===== config.mk =====
export PLATFORM = sky130hd
export DESIGN_NAME = huffman_arbiter
export DESIGN_NICKNAME = d
export VERILOG_FILES = /design/src/rtl/huffman_pkg.sv /design/src/rtl/rr_arbiter2.sv /design/src/rtl/huffman_arbiter.sv
export SDC_FILE = /design/constraint.sdc
export NUM_CORES = 1
export LEC_CHECK = 0
export CORE_MARGIN = 2
export CORE_UTILIZATION = 43
export DETAILED_ROUTE_END_ITERATION = 10
export PLACE_DENSITY_LB_ADDON = 0.08
export SLEW_MARGIN = 5
export SYNTH_ARGS = -nofsm -noshare
export SYNTH_HDL_FRONTEND = slang
export SYNTH_SLANG_ARGS = --single-unit

===== constraint.sdc =====
create_clock -name clk -period 2 [get_ports clk]
set_input_delay 0.3 -clock clk [delete_from_list [all_inputs] [get_ports clk]]
set_output_delay 0.3 -clock clk [all_outputs]
set_load 0.02 [all_outputs]

===== src/rtl/huffman_pkg.sv =====
// Shared types and constants for the huffman core sequencing controller.
package huffman_pkg;
  localparam int NREQ            = 2;
  localparam int HUF_TIMEOUT_DEF = 255;

  typedef enum logic [2:0] {
    IDLE,
    CLR,
    STREAM,
    WAIT_CNT,
    WAIT_CODE,
    ABORT,
    RELEASE
  } arb_state_t;
endpackage


===== src/rtl/rr_arbiter2.sv =====
// Two-way round-robin pick: prio names the requester that wins a tie.
module rr_arbiter2
  import huffman_pkg::*;
(
  input  logic [NREQ-1:0] req,
  input  logic            prio,
  output logic [NREQ-1:0] win
);
  always_comb begin
    win = '0;
    if (prio) begin
      if (req[1])      win = 2'b10;
      else if (req[0]) win = 2'b01;
    end else begin
      if (req[0])      win = 2'b01;
      else if (req[1]) win = 2'b10;
    end
  end
endmodule


===== src/rtl/huffman_arbiter.sv =====
// Shares one huffman encoder core between two pixel streams, one frame per grant,
// clearing the core through its reset before every frame and on watchdog abort.
module huffman_arbiter
  import huffman_pkg::*;
#(
  parameter int TIMEOUT = HUF_TIMEOUT_DEF
) (
  input  logic              clk,
  input  logic              reset,
  input  logic [NREQ-1:0]   req,
  output logic [NREQ-1:0]   gnt,
  input  logic [NREQ-1:0]   px_valid,
  input  logic [8*NREQ-1:0] px_data,
  output logic              core_reset,
  output logic              core_gray_valid,
  output logic [7:0]        core_gray_data,
  input  logic              core_cnt_valid,
  input  logic              core_code_valid,
  output logic [NREQ-1:0]   cnt_rdy,
  output logic [NREQ-1:0]   done,
  output logic [NREQ-1:0]   err,
  output logic              busy
);
  localparam int WDW = ($clog2(TIMEOUT + 1) > 8) ? $clog2(TIMEOUT + 1) : 8;

  arb_state_t      state, state_n;
  logic            sel, sel_n;
  logic            started, started_n;
  logic            prio;
  logic [WDW-1:0]  wd;
  logic [NREQ-1:0] win;
  logic [NREQ-1:0] sel_oh;
  logic            pv;
  logic [7:0]      lane;
  logic            wd_exp;

  rr_arbiter2 u_rr (
    .req  (req),
    .prio (prio),
    .win  (win)
  );

  assign sel_oh = sel ? 2'b10 : 2'b01;
  assign pv     = px_valid[sel];
  assign lane   = sel ? px_data[15:8] : px_data[7:0];
  // Firing one count early makes the abort land exactly TIMEOUT cycles after entry.
  assign wd_exp = (wd == WDW'(TIMEOUT - 1));

  always_comb begin
    state_n   = state;
    sel_n     = sel;
    started_n = started;
    case (state)
      IDLE: if (|req) begin
        state_n = CLR;
        sel_n   = win[1];
      end
      CLR: begin
        state_n   = STREAM;
        started_n = 1'b0;
      end
      STREAM: begin
        if (!started) begin
          if (!req[sel])   state_n = RELEASE;
          else if (pv)     started_n = 1'b1;
          else if (wd_exp) state_n = ABORT;
        end else if (!pv) begin
          state_n = WAIT_CNT;
        end
      end
      WAIT_CNT: begin
        if (core_cnt_valid) state_n = WAIT_CODE;
        else if (wd_exp)    state_n = ABORT;
      end
      WAIT_CODE: begin
        if (core_code_valid) state_n = RELEASE;
        else if (wd_exp)     state_n = ABORT;
      end
      ABORT:   state_n = RELEASE;
      RELEASE: state_n = IDLE;
      default: state_n = IDLE;
    endcase
  end

  // Pulses are masked by reset so a frame killed mid-flight reports nothing.
  always_comb begin
    core_gray_valid = 1'b0;
    core_gray_data  = 8'h00;
    cnt_rdy         = '0;
    done            = '0;
    err             = '0;
    if (!reset) begin
      if (state == STREAM) begin
        core_gray_valid = pv;
        core_gray_data  = lane;
      end
      if (state == WAIT_CNT && core_cnt_valid)   cnt_rdy = sel_oh;
      if (state == WAIT_CODE && core_code_valid) done    = sel_oh;
      if (state == ABORT)                        err     = sel_oh;
    end
  end

  assign busy       = (state != IDLE);
  assign core_reset = reset | (state == CLR) | (state == ABORT);

  // prio holds the requester favoured on a tie: the one not served last.
  always_ff @(posedge clk) begin
    if (reset) begin
      state   <= IDLE;
      sel     <= 1'b0;
      started <= 1'b0;
      prio    <= 1'b0;
      wd      <= '0;
      gnt     <= '0;
    end else begin
      state   <= state_n;
      sel     <= sel_n;
      started <= started_n;
      wd      <= (state_n != state) ? '0 : wd + 1'b1;
      if (state_n inside {CLR, STREAM, WAIT_CNT, WAIT_CODE, ABORT})
        gnt <= sel_n ? 2'b10 : 2'b01;
      else
        gnt <= '0;
      if (state == RELEASE) prio <= ~sel;
    end
  end
endmodule


==> summary.md <==
| Metric | Value |
|---|---|
| Synthesized area per cell | 8.017 µm² |
| Vias per cell | 5.309 |
| RSZ-0062 raised after global routing | false |
| Placed wire-length estimate | 2266 µm |
| Root Driver | clkbuf_4 |
| Layout cells sized above 1 | 22.11% |
| Top delay family on crit path | buffers and inverters |
| Worst slew margin | 74.87% |
| Drt first pass iters | 4 |
| Busiest grt layer | met2 |
| Multi-input gate area | 723.2 µm² |
| Post-route clock period utilization | 97.78% |
| Met2 Resource Use GR | 36.31% |
| Vias in the first global route | 1077 |
| Netlist cell types | 46 |
| Chip width | 55.09 µm |
| # nets final | 217 |
| Clk sink count | 16 |
| Post-Syn Instances | 140 |
| H-Tree Depth | 1 |
| IO Pins | 43 |
| Antenna diodes | 0 |
| PostCTS Resize Cnt | 41 |
| Initial Utilization | 45.30% |
| TritonCTS buffer count | 3 |
| Initial antenna violation count | 0 |
| Slowest cell on the critical path | clkdlybuf4s50_1 |
| I/O Buffers | 42 |
| GRT Total Usage | 20.38% |
| Status | finished, final reports clean |
| CTS max path bufs | 2 |
| Flop pwr share | 33.7% |
| Final Max Tran Viols | 0 |
| Min Hold Slack | 0.4935 ns |
| Max-Cap Viols | 0 |
| Rows | 18 |
| Clk_lat worst skew | 0.29 ns |
| Number of flops mapped to enable cells by yosys | 0 |
| Syn nets | 166 |
| R2R setup slack | 0.17 ns |
| Crit start category | register |
| Synth warn | 0 |
| CP Class | register to primary output |
| #FFs+latches synth | 16 |
| Final instance area | 1589 µm² |
| Critical-path cell list | buf_4 > inv_1 > a21o_1 > clkdlybuf4s50_1 |
| Largest net degree at the start of global routing | 13 |
| Most common cell after layout, fill and taps aside | clkdlybuf4s50_1 |
| Post-CTS Setup Bufs | 0 |
| Dominant register cell in the synthesized netlist | dfxtp_1 |
| Least-Margin Pin Slew | 0.3747 ns |
| Hold buffer count at cts | 0 |
| Total Power | 1.132 mW |
| Routed Antenna Nets | 0 |
| Ys async rst share | 0% |
| Post-layout util | 64.14% |
| CP peak stage delay | 0.60 ns |
| CP max FO | 10 |
| Die area | 3035 µm² |
| Largest cells by area after synthesis | dfxtp_1 (29%), mux2i_1 (8.9%), nor2_1 (7.0%), nor3_1 (5.8%), buf_6 (3.0%) |
| Most frequent cells in the layout | clkdlybuf4s50_1 (27), nor2_1 (21), dfxtp_1 (15) |
| Via Count | 1168 |
| P_leak | 0.6280 nW |
| Clock Pin Slew Worst Setup and Hold Paths | 0.09 ns |
| Hold Fails Final Rpt | 0 |
| Largest area contributor in the netlist | dfxtp_1 |
| Fin crit period | 1.956 ns |
| GPL Wtd Cong | 0.8369 |
| Critical Path RT | 1.70 ns |
| Worst setup EP type | primary output |
| Cell-internal power | 0.7199 mW |
| Met3 usage | 5.376% |
| Die Y | 55.09 µm |
| Drt drc | 0 |
| Synthesized area | 1122 µm² |
| Synth top area share | 28.54% |
| First-pass GRT wire length | 4485 µm |
| F_max | 0.5114 GHz |
| Area after DPL | 1603 µm² |
| Crit path DAT | 1.66 ns |
| Fillcell total | 244 |
| Final WL | 2796 µm |
| Cell Pwr Density | 712.3 nW/µm² |
| Maximum vdd drop | 0.6618 mV |
| Register area share after synthesis | 28.54% |
| Drt wl/cell | 12.71 µm |
| Clk_skew | 0.005575 ns |
| Met1 usage | 24.71% |
| P_sw | 0.4120 mW |
| # setup viols final | 0 |
| Area taken by flip-flops and latches | 321.6 µm² |
| CP bufs+invs | 3 |
| GRT overflow | 0 |
| CTS tree | done |
| Comb power frac | 47.6% |
| Clock Power Share | 18.8% |
| Core ar. | 2477 µm² |
| Layout area overhead | 41.58% |
| Fraction of power spent switching nets | 36.40% |
| Hold Path Class | register to register |
| Iteration-0 DRC Markers | 17 |
flip-flops by register name, indices dropped and copies added, names as in the netlist:
register	count
prio	1
gnt	2
wd	8
started	1
state	3
sel	1
worst paths after layout:
kind                                   end  cells after the start  startpoint
worst min register to register       wd[0]                      1       wd[0]
worst min-delay path                 wd[0]                      1       wd[0]
worst max-delay path            core_reset                      4    state[1]
worst max register to register      gnt[1]                      6         sel
Yosys cell counts, types with 2 or more instances:
cell type,instances
a211oi_1,4
dfxtp_1,16
xor2_1,3
nor3_1,13
nand3_1,6
xnor2_1,3
mux2i_1,10
buf_6,3
a21oi_1,5
inv_1,7
o21ai_0,4
nor2_1,21
nand2_1,6
clkbuf_1,2
ha_1,2
and3_1,2
or2_2,3
a31oi_1,2
routing by layer:
metal  routed length, µm  up-vias
li1                    -      602
met1                1203      526
met2                1448       38
met3                 140        2
met4                   4        0
met5                   0        -
through the flow:
| stage | cells | setup TNS [ns] | worst slack (ns) |
|---|---|---|---|
| 2_1_floorplan | 140 | 0 | 0.09993 |
| 6_report | 220 | 0 | 0.04442 |
| 5_1_grt | 220 | 0 | 0.004810 |
| 4_1_cts | 220 | 0 | 0.004814 |
| 3_5_place_dp | 216 | -1.620 | -0.1872 |
| 3_3_place_gp | 216 | -1.214 | -0.1321 |
cell families (layout without fill, tap and decap cells):
family	Yosys count	count (layout)	share of synthesized area [%]
and+or+nand+nor	64	64	30.44
xor gates and xnor gates	6	6	4.683
DFF	16	16	28.54
muxes	10	10	8.919
buffers and inverters	14	64	7.692
adders and majority gates	2	2	2.229
AOI/OAI and AO/OA	28	28	17.50
power by group through the flow:
stage	sequential, mW	combinational, mW	clock [mW]
floorplan	0.395	0.353	0
CTS	0.381	0.538	0.217
detailed placement	0.389	0.545	0
global placement	0.387	0.540	0
global route	0.386	0.587	0.230
finish	0.381	0.538	0.212
layout make-up:
class	instances	area share, %
clock buffer	4	2.283
inverter	7	1.654
multi-input combinational	110	45.51
sequential	16	20.24
tap	30	2.362
timing repair buffer	53	27.95
No activity file was read; power rests on OpenSTA's default activity.
